File: src/rtl/tpu_pkg.sv
// Shared instruction format and constants for the TPU instruction feeder.
package tpu_pkg;

  typedef struct packed {
    logic [7:0]  opcode;
    logic [7:0]  len;
    logic [15:0] operand;
  } instr_type;

  localparam instr_type  INIT_INSTR  = '{opcode: 8'h00, len: 8'h00, operand: 16'h0000};
  localparam logic [7:0] SYNC_OPCODE = 8'hFF;

  typedef enum logic {
    ISSUE     = 1'b0,
    WAIT_SYNC = 1'b1
  } feeder_state_e;

  function automatic logic is_sync(input instr_type i);
    return i.opcode == SYNC_OPCODE;
  endfunction

endpackage

File: src/rtl/tpu_instr_fifo.sv
// Dual-pointer circular instruction buffer; head entry is visible combinationally on rd_data.
module tpu_instr_fifo
  import tpu_pkg::*;
#(
  parameter int DEPTH = 32
) (
  input  logic                     clk,
  input  logic                     rst,
  input  logic                     flush,
  input  logic                     push,
  input  logic                     pop,
  input  instr_type                wr_data,
  output instr_type                rd_data,
  output logic [$clog2(DEPTH):0]   count,
  output logic                     full,
  output logic                     empty
);

  localparam int AW = $clog2(DEPTH);
  localparam logic [AW-1:0] LAST = AW'(DEPTH - 1);

  instr_type     mem [DEPTH];
  logic [AW-1:0] wr_ptr_q, wr_ptr_d;
  logic [AW-1:0] rd_ptr_q, rd_ptr_d;
  logic [AW:0]   count_q, count_d;
  logic          push_ok, pop_ok;

  assign full    = (count_q == (AW+1)'(DEPTH));
  assign empty   = (count_q == '0);
  assign count   = count_q;
  assign rd_data = mem[rd_ptr_q];

  // Full/empty come from registered state, so a push while full is dropped
  // even if a pop happens on the same edge.
  assign push_ok = push && !full && !flush;
  assign pop_ok  = pop && !empty && !flush;

  always_comb begin
    wr_ptr_d = wr_ptr_q;
    rd_ptr_d = rd_ptr_q;
    count_d  = count_q;
    if (flush) begin
      wr_ptr_d = '0;
      rd_ptr_d = '0;
      count_d  = '0;
    end else begin
      if (push_ok) wr_ptr_d = (wr_ptr_q == LAST) ? '0 : wr_ptr_q + 1'b1;
      if (pop_ok)  rd_ptr_d = (rd_ptr_q == LAST) ? '0 : rd_ptr_q + 1'b1;
      case ({push_ok, pop_ok})
        2'b10:   count_d = count_q + 1'b1;
        2'b01:   count_d = count_q - 1'b1;
        default: count_d = count_q;
      endcase
    end
  end

  always_ff @(posedge clk or negedge rst) begin
    if (!rst) begin
      wr_ptr_q <= '0;
      rd_ptr_q <= '0;
      count_q  <= '0;
    end else begin
      wr_ptr_q <= wr_ptr_d;
      rd_ptr_q <= rd_ptr_d;
      count_q  <= count_d;
    end
  end

  always_ff @(posedge clk) begin
    if (push_ok) mem[wr_ptr_q] <= wr_data;
  end

endmodule

File: src/rtl/tpu_instr_feeder.sv
// Host-to-tpu_core instruction feeder: FIFO plus issue FSM that stalls after a SYNC.
// Optional TPU_INSTR_FEEDER_STATS_EN adds a wrapping issued_count output.
module tpu_instr_feeder
  import tpu_pkg::*;
#(
  parameter int FIFO_DEPTH = 32
) (
  input  logic                          clk,
  input  logic                          rst,
  input  logic                          enable,
  input  logic                          flush,
  input  instr_type                     wr_instr,
  input  logic                          wr_valid,
  output logic                          wr_ready,
  output instr_type                     instr_port,
  output logic                          instr_enable,
  input  logic                          busy,
  input  logic                          synchronize,
  output logic [$clog2(FIFO_DEPTH):0]   fill_level,
  output logic                          empty,
  output logic                          sync_pending,
  output logic                          overflow
`ifdef TPU_INSTR_FEEDER_STATS_EN
  ,
  output logic [31:0]                   issued_count
`endif
);

  feeder_state_e state_q, state_d;
  instr_type     instr_port_q, instr_port_d;
  logic          instr_enable_q, instr_enable_d;
  logic          overflow_q, overflow_d;
  logic          issue;

  instr_type     head;
  logic          fifo_full, fifo_empty;

  tpu_instr_fifo #(.DEPTH(FIFO_DEPTH)) u_fifo (
    .clk     (clk),
    .rst     (rst),
    .flush   (flush),
    .push    (wr_valid),
    .pop     (issue),
    .wr_data (wr_instr),
    .rd_data (head),
    .count   (fill_level),
    .full    (fifo_full),
    .empty   (fifo_empty)
  );

  always_comb begin
    state_d = state_q;
    issue   = 1'b0;
    unique case (state_q)
      ISSUE: begin
        issue = enable && !busy && !fifo_empty;
        if (issue && is_sync(head)) state_d = WAIT_SYNC;
      end
      WAIT_SYNC: if (synchronize) state_d = ISSUE;
      default:   state_d = ISSUE;
    endcase
    if (flush) begin
      state_d = ISSUE;
      issue   = 1'b0;
    end
  end

  always_comb begin
    instr_port_d   = issue ? head : instr_port_q;
    instr_enable_d = issue;
    overflow_d     = flush ? 1'b0 : (overflow_q || (wr_valid && fifo_full));
  end

  always_ff @(posedge clk or negedge rst) begin
    if (!rst) begin
      state_q        <= ISSUE;
      instr_port_q   <= INIT_INSTR;
      instr_enable_q <= 1'b0;
      overflow_q     <= 1'b0;
    end else begin
      state_q        <= state_d;
      instr_port_q   <= instr_port_d;
      instr_enable_q <= instr_enable_d;
      overflow_q     <= overflow_d;
    end
  end

`ifdef TPU_INSTR_FEEDER_STATS_EN
  // Counts issues, not flushes; free-running wrap is intended.
  logic [31:0] issued_count_q, issued_count_d;

  always_comb issued_count_d = issue ? issued_count_q + 32'd1 : issued_count_q;

  always_ff @(posedge clk or negedge rst) begin
    if (!rst) issued_count_q <= '0;
    else      issued_count_q <= issued_count_d;
  end

  assign issued_count = issued_count_q;
`endif

  assign wr_ready     = !fifo_full;
  assign empty        = fifo_empty;
  assign instr_port   = instr_port_q;
  assign instr_enable = instr_enable_q;
  assign sync_pending = (state_q == WAIT_SYNC);
  assign overflow     = overflow_q;

endmodule

File: config.mk
export PLATFORM = sky130hd
export DESIGN_NAME = tpu_instr_feeder
export DESIGN_NICKNAME = d
export VERILOG_FILES = /design/src/rtl/tpu_pkg.sv /design/src/rtl/tpu_instr_fifo.sv /design/src/rtl/tpu_instr_feeder.sv
export SDC_FILE = /design/constraint.sdc
export NUM_CORES = 1
export LEC_CHECK = 0
export CORE_MARGIN = 5
export CORE_UTILIZATION = 62
export CTS_CLUSTER_DIAMETER = 200
export DETAILED_ROUTE_END_ITERATION = 6
export GPL_TIMING_DRIVEN = 0
export HOLD_SLACK_MARGIN = 0.06
export PLACE_DENSITY = 0.89
export SKIP_CTS_REPAIR_TIMING = 1
export SYNTH_ARGS = -nofsm -noshare
export SYNTH_HDL_FRONTEND = slang
export SYNTH_HIERARCHICAL = 1
export SYNTH_SLANG_ARGS = --single-unit
File: constraint.sdc
create_clock -name clk -period 4 [get_ports clk]
set_clock_uncertainty 0.15 [all_clocks]
set_input_delay 0.4 -clock clk [delete_from_list [all_inputs] [get_ports clk]]
set_output_delay 0.4 -clock clk [all_outputs]
set_load 0.02 [all_outputs]
==> results of run 1 <==
per-stage QoR:
step           utilization  worst slack [ns]  cell area (um^2)  hold slack (ns)   TNS, ns
3_3_place_gp        0.6558            -1.690             43270           0.3177  -1547.64
3_5_place_dp        0.6706            -1.179             44240           0.3328    -13.07
6_report            0.7241          -0.07273             47770           0.2986   -0.8763
4_1_cts             0.7229            -1.444             47700          -0.2598    -9.989
2_1_floorplan            -            0.1143             41380         -0.04559         0
5_1_grt             0.7240          -0.04965             47770           0.3757    -2.626
placed cells by master (no fill, tap or decap), types with 5 or more instances in the layout:
cell type	Yosys	routed
edfxtp_1	1024	1024
mux4_2	320	320
clkbuf_16	0	105
clkdlybuf4s50_1	0	80
mux2_2	63	63
dfrtp_1	51	49
clkbuf_1	46	46
nor2_4	0	32
buf_4	19	21
clkbuf_2	0	21
buf_12	0	19
clkinv_2	0	17
nand2_1	13	13
buf_16	0	13
bufinv_16	0	12
a21oi_1	11	11
nor2_1	45	11
ha_1	11	11
clkbuf_8	0	10
buf_2	10	10
clkinv_1	0	9
clkinvlp_4	0	7
o21ai_0	7	7
inv_1	6	6
inv_6	0	6
buf_6	5	5
a21o_1	5	5
buf_1	7	5
worst max-delay path, stage by stage:
cell and delay [ns]:
clkdlybuf4s50_1 0.71, inv_1 0.21, a311oi_1 0.85, nand2_1 0.81, nor2_4 0.98, buf_16 0.26
power by group:
group | total [W] | internal, W | leakage, nW | switching [W]
registers | 0.0127 | 0.0125 | 9.86 | 0.000170
logic | 0.00157 | 0.000694 | 3.19 | 0.000879
clock network | 0.0102 | 0.00580 | 1.68 | 0.00436
total | 0.0244 | 0.0190 | 14.7 | 0.00541
routing by layer:
metal | track usage | vias up
met5 | 0 | -
met4 | 0.1982 | 4
met3 | 0.08661 | 591
met2 | 0.5744 | 2406
met1 | 0.4375 | 11290
li1 | - | 7760
layout make-up:
type,instances,area [um^2],share of cell area
antenna,1,2.502,0.00005238
buffer,85,466.7,0.009769
clock buffer,136,2844,0.05953
clock inverter,53,613.1,0.01283
inverter,6,22.52,0.0004714
multi-input combinational,535,9153,0.1916
sequential,1075,32030,0.6704
tap,864,1081,0.02263
timing repair buffer,115,1564,0.03274
cells by family after synthesis:
family,share of synthesized area
adder cells (fa/ha/maj),0.003810
XOR/XNOR,0.0004234
AO/OA/AOI/OAI,0.006562
AND/OR/NAND/NOR,0.01092
buffers and inverters,0.01137
flip-flops,0.7740
multiplexers,0.1929
registers in the layout, summed over array words and instances (netlist names):
| name | cells |
|---|---|
| instr_enable | 1 |
| instr_port | 32 |
| overflow | 1 |
| sync_pending | 1 |
| u_fifo/count | 6 |
| u_fifo/mem | 1024 |
| u_fifo/rd_ptr_q | 5 |
| u_fifo/wr_ptr_q | 5 |
synth_stat cells (7+ instances only):
library cell | n | area [um^2]
buf_2 | 10 | 50.05
o21ai_0 | 7 | 35.03
buf_1 | 7 | 26.28
clkbuf_1 | 46 | 172.7
a21oi_1 | 11 | 55.05
edfxtp_1 | 1024 | 30750
mux2_2 | 63 | 709.4
dfrtp_1 | 51 | 1276
buf_4 | 19 | 142.6
ha_1 | 11 | 137.6
nand2_1 | 13 | 48.80
mux4_2 | 320 | 7207
nor2_1 | 45 | 168.9
final timing paths:
kind / depth (start not counted) / to / slack [ns]
worst max register to register: 5 / u_fifo/mem[25][14] / -0.03
worst max-delay path: 6 / u_fifo/mem[25][14] / -0.07
worst min register to register: 1 / instr_port[2] / 0.34
max in group asynchronous: 2 / u_fifo/count[1] / 2.75
worst min-delay path: 2 / u_fifo/wr_ptr_q[4] / 0.30
min in group clk: 1 / instr_port[2] / 0.34
==> impl_metrics.yaml, run 1 <==
floorplanning:
  die_height_um: 268.3
  die_w_um: 268.3
  die_area_mm2: 0.07200
  initial_core_util: 0.6271
  fp-row-count: 94
  core-area_mm2: 0.06598
  io_pins: 82
logic_synthesis:
  yosysWarnings: 6
  synth-async-reset-ratio: 0.04744
  netlist_instances: 1703
  synth_seq_cells: 1075
  synth-edff-count: 1024
  synth.distinct_cells: 47
  synth_ff_type: "edfxtp_1"
  syn_area_mm2: 0.04138
  synth_area_per_cell_um2: 24.30
  ys_seq_area_frac: 0.7740
  syn_nets: 1754
critical_path:
  critical_path_required_ns: 4.20
  critPathLaunchType: "primary input"
  timing.rr.start: "u_fifo/count[0]"
  crit_fanout: 17
  endpoint_kind: "flop"
  critPathLaunch: "wr_valid"
  cp.arrival_ns: 4.27
  worst-setup-path-type: "primary input to flop"
finish:
  fin_nets: 1971
  drive_gt1_frac: 0.3377
  fin_cells: 2870
  syn2layout_area_growth_pct: 15.46
  fill_cells: 3194
clocking:
  clockBufferDepth: 3
  cts_tree: "yes"
  clkTransAtPathRegs_ns: 0.07
  h-tree-depth: 3
  cts-root-buf: "clkbuf_16"
  insertion_delay_ns: 0.67
  cts_num_sinks: 1075
  numCtsBuffers: 102
place:
  port_buffers: 81
  place.gp.congestion: 0.8212
  hpwl_um: 69470
  place_inst: 2680
grt:
  grt_pass1_vias: 22696
  grtUsageTotal: 0.3507
  grt-ovfl-total: 0
  grt_pass1_wl_um: 173400
  grt_max_degree: 52
  antenna_found_initial: 3
run:
  drv_cap: 0
pwr:
  power.total_w: 0.02443
  power.leakage_nw: 14.73
  power_density_mw_per_mm2: 511.3
  ir_drop_mv: 0.3482
timing:
  slew_headroom: 0.09852
  setup_viol: 29
  tightest_slew_ns: 1.352
  timing.final.ws_setup_ns: -0.07273
  slew_viol_final: 0
  clock.fmax_mhz: 245.5
  hold_viol_final: 0
  layout_worst_path_cycle_share: 1.018
  timing.final.crit_period_ns: 4.073
detailed_routing:
  dr_total_vias: 22051
  wl_per_cell_um: 43.04
  drt_pass1_iterations: 6
  highest_layer: "met5"
  drt_iter0_drc: 3722
  postRouteAntennaNets: 0
  wl_met1_um: 37290
  dr_wl_met2_um: 60910
  wirelength_um: 123500
  drc: 0
  wl_met3_um: 15900
  via_per_inst: 7.683
status:
  violations: "setup timing"
  status: "finished with violations"
hold_path:
  hold_path.class: "primary input to asynchronous set/reset pin"
No activity file was read; power rests on OpenSTA's default activity.
==> run 2, diff against run 1 <==
--- a/config.mk
+++ b/config.mk
@@ -11,6 +11,7 @@
 export DETAILED_ROUTE_END_ITERATION = 6
 export GPL_TIMING_DRIVEN = 0
 export HOLD_SLACK_MARGIN = 0.06
+export MAX_ROUTING_LAYER = met4
 export PLACE_DENSITY = 0.89
 export SKIP_CTS_REPAIR_TIMING = 1
 export SYNTH_ARGS = -nofsm -noshare
==> impl_metrics.yaml, run 2 (synthesis results as in run 1) <==
run:
  drv_cap: 0
finish:
  fin_nets: 1971
  syn2layout_area_growth_pct: 15.48
  fill_cells: 3197
  drive_gt1_frac: 0.3377
  regMostFlops: "u_fifo/mem"
  mostFrequentLayoutCells: "1024 x edfxtp_1, 320 x mux4_2, 105 x clkbuf_16"
  largest_register_ffs: 1024
  mostFrequentLayoutCell: "edfxtp_1"
  stdcell_area_mm2: 0.04778
clocking:
  clockBufferDepth: 3
  cts_tree: "yes"
  cts-root-buf: "clkbuf_16"
  h-tree-depth: 3
  numCtsBuffers: 102
  cts_num_sinks: 1075
  insertion_delay_ns: 0.67
  clkTransAtPathRegs_ns: 0.07
hold_path:
  hold_path.class: "primary input to asynchronous set/reset pin"
timing:
  slew_viol_final: 0
  clock.fmax_mhz: 243.9
  setup_viol: 205
  whs_ns: 0.2964
  tightest_slew_ns: 1.324
  layout_worst_path_cycle_share: 1.025
  timing.final.ws_setup_ns: -0.1004
  hold_viol_final: 0
  slew_headroom: 0.1176
  timing.final.crit_period_ns: 4.100
grt:
  grt_pass1_wl_um: 173800
  grt_max_degree: 52
  antenna_found_initial: 3
  grtUsageTotal: 0.3625
  grt-ovfl-total: 0
  grt_pass1_vias: 22662
floorplanning:
  die_area_mm2: 0.07200
  core-area_mm2: 0.06598
  initial_core_util: 0.6271
  fp-row-count: 94
  io_pins: 82
  die_height_um: 268.3
  die_w_um: 268.3
critical_path:
  crit_fanout: 17
  critPathLaunchType: "primary input"
  worst-setup-path-type: "primary input to flop"
  endpoint_kind: "flop"
  cp.arrival_ns: 4.30
  critical_path_required_ns: 4.20
detailed_routing:
  postRouteAntennaNets: 0
  dr_total_vias: 22148
  via_per_inst: 7.712
  wirelength_um: 123600
  drc: 9
  drt_iter0_drc: 4031
  drt_pass1_iterations: 7
  wl_per_cell_um: 43.05
place:
  place.gp.congestion: 0.8335
  post_dp_cell_area_mm2: 0.04424
  port_buffers: 81
  dp_slack_ns: -1.179
  hpwl_um: 69470
status:
  violations: "DRC, setup timing"
  status: "finished with violations"
pwr:
  power.total_w: 0.02443
  ir_drop_mv: 0.3447
  power_density_mw_per_mm2: 511.2
  power.leakage_nw: 14.73
run 2: cell types whose count changed in the layout (fill, tap and decap cells not counted), sizes merged:
cell	change
diode	+2
run 2: final cells by class:
class                      instances  area, um^2  area share
antenna                            3       7.507   0.0001571
buffer                            85       466.7    0.009768
clock buffer                     136        2844     0.05952
clock inverter                    53       613.1     0.01283
inverter                           6       22.52   0.0004714
multi-input combinational        535        9153      0.1916
sequential                      1075       32030      0.6703
tap                              864        1081     0.02263
timing repair buffer             115        1564     0.03273
run 2: worst paths after layout:
path / start / endpoint / slack [ns] / cells after the start
min: rst / u_fifo/wr_ptr_q[4] / 0.30 / 2
min reg2reg: instr_port[2] / instr_port[2] / 0.34 / 1
max reg2reg: u_fifo/count[2] / u_fifo/mem[25][14] / -0.07 / 5
max: wr_valid / u_fifo/mem[25][14] / -0.10 / 6
max in group asynchronous: rst / u_fifo/count[1] / 2.74 / 2
min in group clk: instr_port[2] / instr_port[2] / 0.34 / 1
run 2: worst max-delay path, cell delays in order:
cell and delay, ns:
clkdlybuf4s50_1 0.70, inv_1 0.21, a311oi_1 0.89, nand2_1 0.83, nor2_4 0.96, buf_16 0.27
run 2: power by group:
part	internal [W]	total (W)	switching (W)
clock network	0.00580	0.0102	0.00436
logic	0.000695	0.00157	0.000879
registers	0.0125	0.0127	0.000169
run 2: metal layers:
layer  routed length, um  vias to the layer above  global-route usage
li1                    -                     7769                   -
met1               37140                    11268              0.4357
met2               60870                     2478              0.5754
met3               16170                      633             0.08927
met4                9446                        0              0.1994
met5                   0                        -                   -
run 2: per-stage QoR:
stage	utilization	TNS, ns	instances
2_1_floorplan	-	0	1703
5_1_grt	0.7241	-0.0003477	2872
6_report	0.7241	-7.540	2872
4_1_cts	0.7229	-9.989	2869
3_3_place_gp	0.6558	-1547.64	2648
3_5_place_dp	0.6706	-13.07	2680
==> run 3, diff against run 2 <==
--- a/config.mk
+++ b/config.mk
@@ -9,7 +9,6 @@
 export CORE_UTILIZATION = 62
 export CTS_CLUSTER_DIAMETER = 200
 export DETAILED_ROUTE_END_ITERATION = 6
-export GPL_TIMING_DRIVEN = 0
 export HOLD_SLACK_MARGIN = 0.06
 export MAX_ROUTING_LAYER = met4
 export PLACE_DENSITY = 0.89
==> impl_metrics.yaml, run 3 (synthesis results as in run 1) <==
finish:
  drive_gt1_frac: 0.3374
  fill_cells: 3248
  syn2layout_area_growth_pct: 14.40
  largest_register_ffs: 1024
  multi_input_comb_area_mm2: 0.009125
  regMostFlops: "u_fifo/mem"
  mostFrequentLayoutCells: "1024 x edfxtp_1, 320 x mux4_2, 102 x clkbuf_16"
  mostFrequentLayoutCell: "edfxtp_1"
  fin_nets: 1944
  fin_cells: 2843
  regArea_mm2: 0.03204
pwr:
  power_density_mw_per_mm2: 499.2
  power_switching_w: 0.005223
  swShare: 0.2211
  power.leakage_nw: 14.52
  ir_drop_mv: 0.3814
  pwr-share-clk: 0.399
  power.total_w: 0.02363
  p_seq_frac: 0.537
  p_comb_frac: 0.063
  p_int_w: 0.01841
floorplanning:
  io_pins: 82
  die_w_um: 268.3
  core-area_mm2: 0.06598
  die_area_mm2: 0.07200
  fp-row-count: 94
  die_height_um: 268.3
  initial_core_util: 0.6271
status:
  status: "finished clean"
hold_path:
  hold_path.class: "primary input to asynchronous set/reset pin"
critical_path:
  critPathLaunchType: "flop"
  crit_fanout: 9
  critical_path_required_ns: 4.40
  path_cells: "nor3_1 > nand2_1 > nor2_1 > nor4_4 > o31ai_2 > nor3_2 > ha_1 > a211oi_1 > o21ai_0 > o211a_1 > nor4_1"
  cp_slowest_cell: "nor3_1"
  timing.rr.start: "u_fifo/count[0]"
  max_stage_delay_ns: 0.64
  worst-setup-path-type: "flop to flop"
  endpoint_kind: "flop"
  cp.arrival_ns: 4.20
  critPathLaunch: "u_fifo/count[0]"
timing:
  timing.final.crit_period_ns: 3.795
  layout_worst_path_cycle_share: 0.9487
  clock.fmax_mhz: 263.5
  slew_headroom: 0.1731
  rsz0062_at_grt: "false"
  setup_viol: 0
  tightest_slew_ns: 1.236
  fin_setup_tns_ns: 0
  hold_viol_final: 0
  slew_viol_final: 0
detailed_routing:
  via_per_inst: 7.384
  wirelength_um: 112700
  drt_pass1_iterations: 6
  dr_total_vias: 20993
  postRouteAntennaNets: 0
  drt_iter0_drc: 3300
  drc: 0
  wl_per_cell_um: 39.65
clocking:
  h-tree-depth: 3
  clockBufferDepth: 3
  insertion_delay_ns: 0.67
  clkTransAtPathRegs_ns: 0.07
  cts-root-buf: "clkbuf_16"
  numCtsBuffers: 100
  cts_num_sinks: 1075
  cts_tree: "yes"
grt:
  grt_pass1_vias: 21939
  grtUsageTotal: 0.3299
  grt_pass1_wl_um: 161100
  grt-ovfl-total: 0
  grt_max_degree: 62
  antenna_found_initial: 1
place:
  hpwl_um: 58320
  port_buffers: 81
  place_inst: 2654
  place.gp.congestion: 0.8355
run:
  drv_cap: 0
## run 3: cell count changes in the layout (fill, tap and decap cells not counted), moves of 7 or more
cell / change
buf_12: +7
buf_4: +47
buf_2: -10
clkbuf_1: -19
buf_16: -13
bufinv_16: -7
clkbuf_2: -21
## run 3: through the flow
stage,hold WS [ns],utilization,worst slack (ns),cell area [um^2]
CTS,-0.2657,0.7171,0.2272,47320
detailed placement,0.3519,0.6683,0.3006,44100
global route,0.2959,0.7174,0.04336,47330
floorplan,-0.04559,-,0.1143,41380
finish,0.2754,0.7174,0.2052,47340
global placement,0.3196,0.6683,0.5105,44100
## run 3: critical path, delay by kind of cell, from the launching register on
| kind | cells | cell delay [ns] |
|---|---|---|
| and+or+nand+nor | 6 | 1.72 |
| DFF | 1 | 0.50 |
| AOI/OAI and AO/OA | 4 | 0.95 |
| adders and majority gates | 1 | 0.37 |
## run 3: final timing paths
| check | to | slack, ns | depth (start not counted) |
|---|---|---|---|
| max in group asynchronous | u_fifo/rd_ptr_q[4] | 2.68 | 2 |
| min in group clk | sync_pending | 0.28 | 3 |
| min | overflow | 0.28 | 2 |
| max | u_fifo/count[5] | 0.21 | 11 |
| min reg2reg | instr_port[16] | 0.36 | 1 |
| max reg2reg | u_fifo/count[5] | 0.21 | 11 |
## run 3: area by class of cell
| cell class | count | area share |
|---|---|---|
| inverters | 6 | 0.0004758 |
| well taps | 864 | 0.02284 |
| repair buffers | 175 | 0.03891 |
| clock buffers | 137 | 0.05839 |
| clock inverters | 49 | 0.009595 |
| multi-input cells | 535 | 0.1928 |
| diodes | 2 | 0.0001057 |
| flip-flops and latches | 1075 | 0.6769 |
## run 3: layer usage
layer	routed length, um	GRT usage	vias up
li1	-	-	7693
met1	35620	0.4075	10857
met2	57240	0.5344	1970
met3	12590	0.06308	473
met4	7267	0.1651	0
met5	0	-	-
## run 3: power groups by stage
| stage | clock network, W | logic (W) | registers (W) |
|---|---|---|---|
| finish | 0.00943 | 0.00150 | 0.0127 |
| global placement | 0 | 0.00138 | 0.0129 |
| global route | 0.0100 | 0.00157 | 0.0127 |
| floorplan | 0 | 0.000527 | 0.0131 |
| detailed placement | 0 | 0.00146 | 0.0129 |
| CTS | 0.00948 | 0.00150 | 0.0127 |
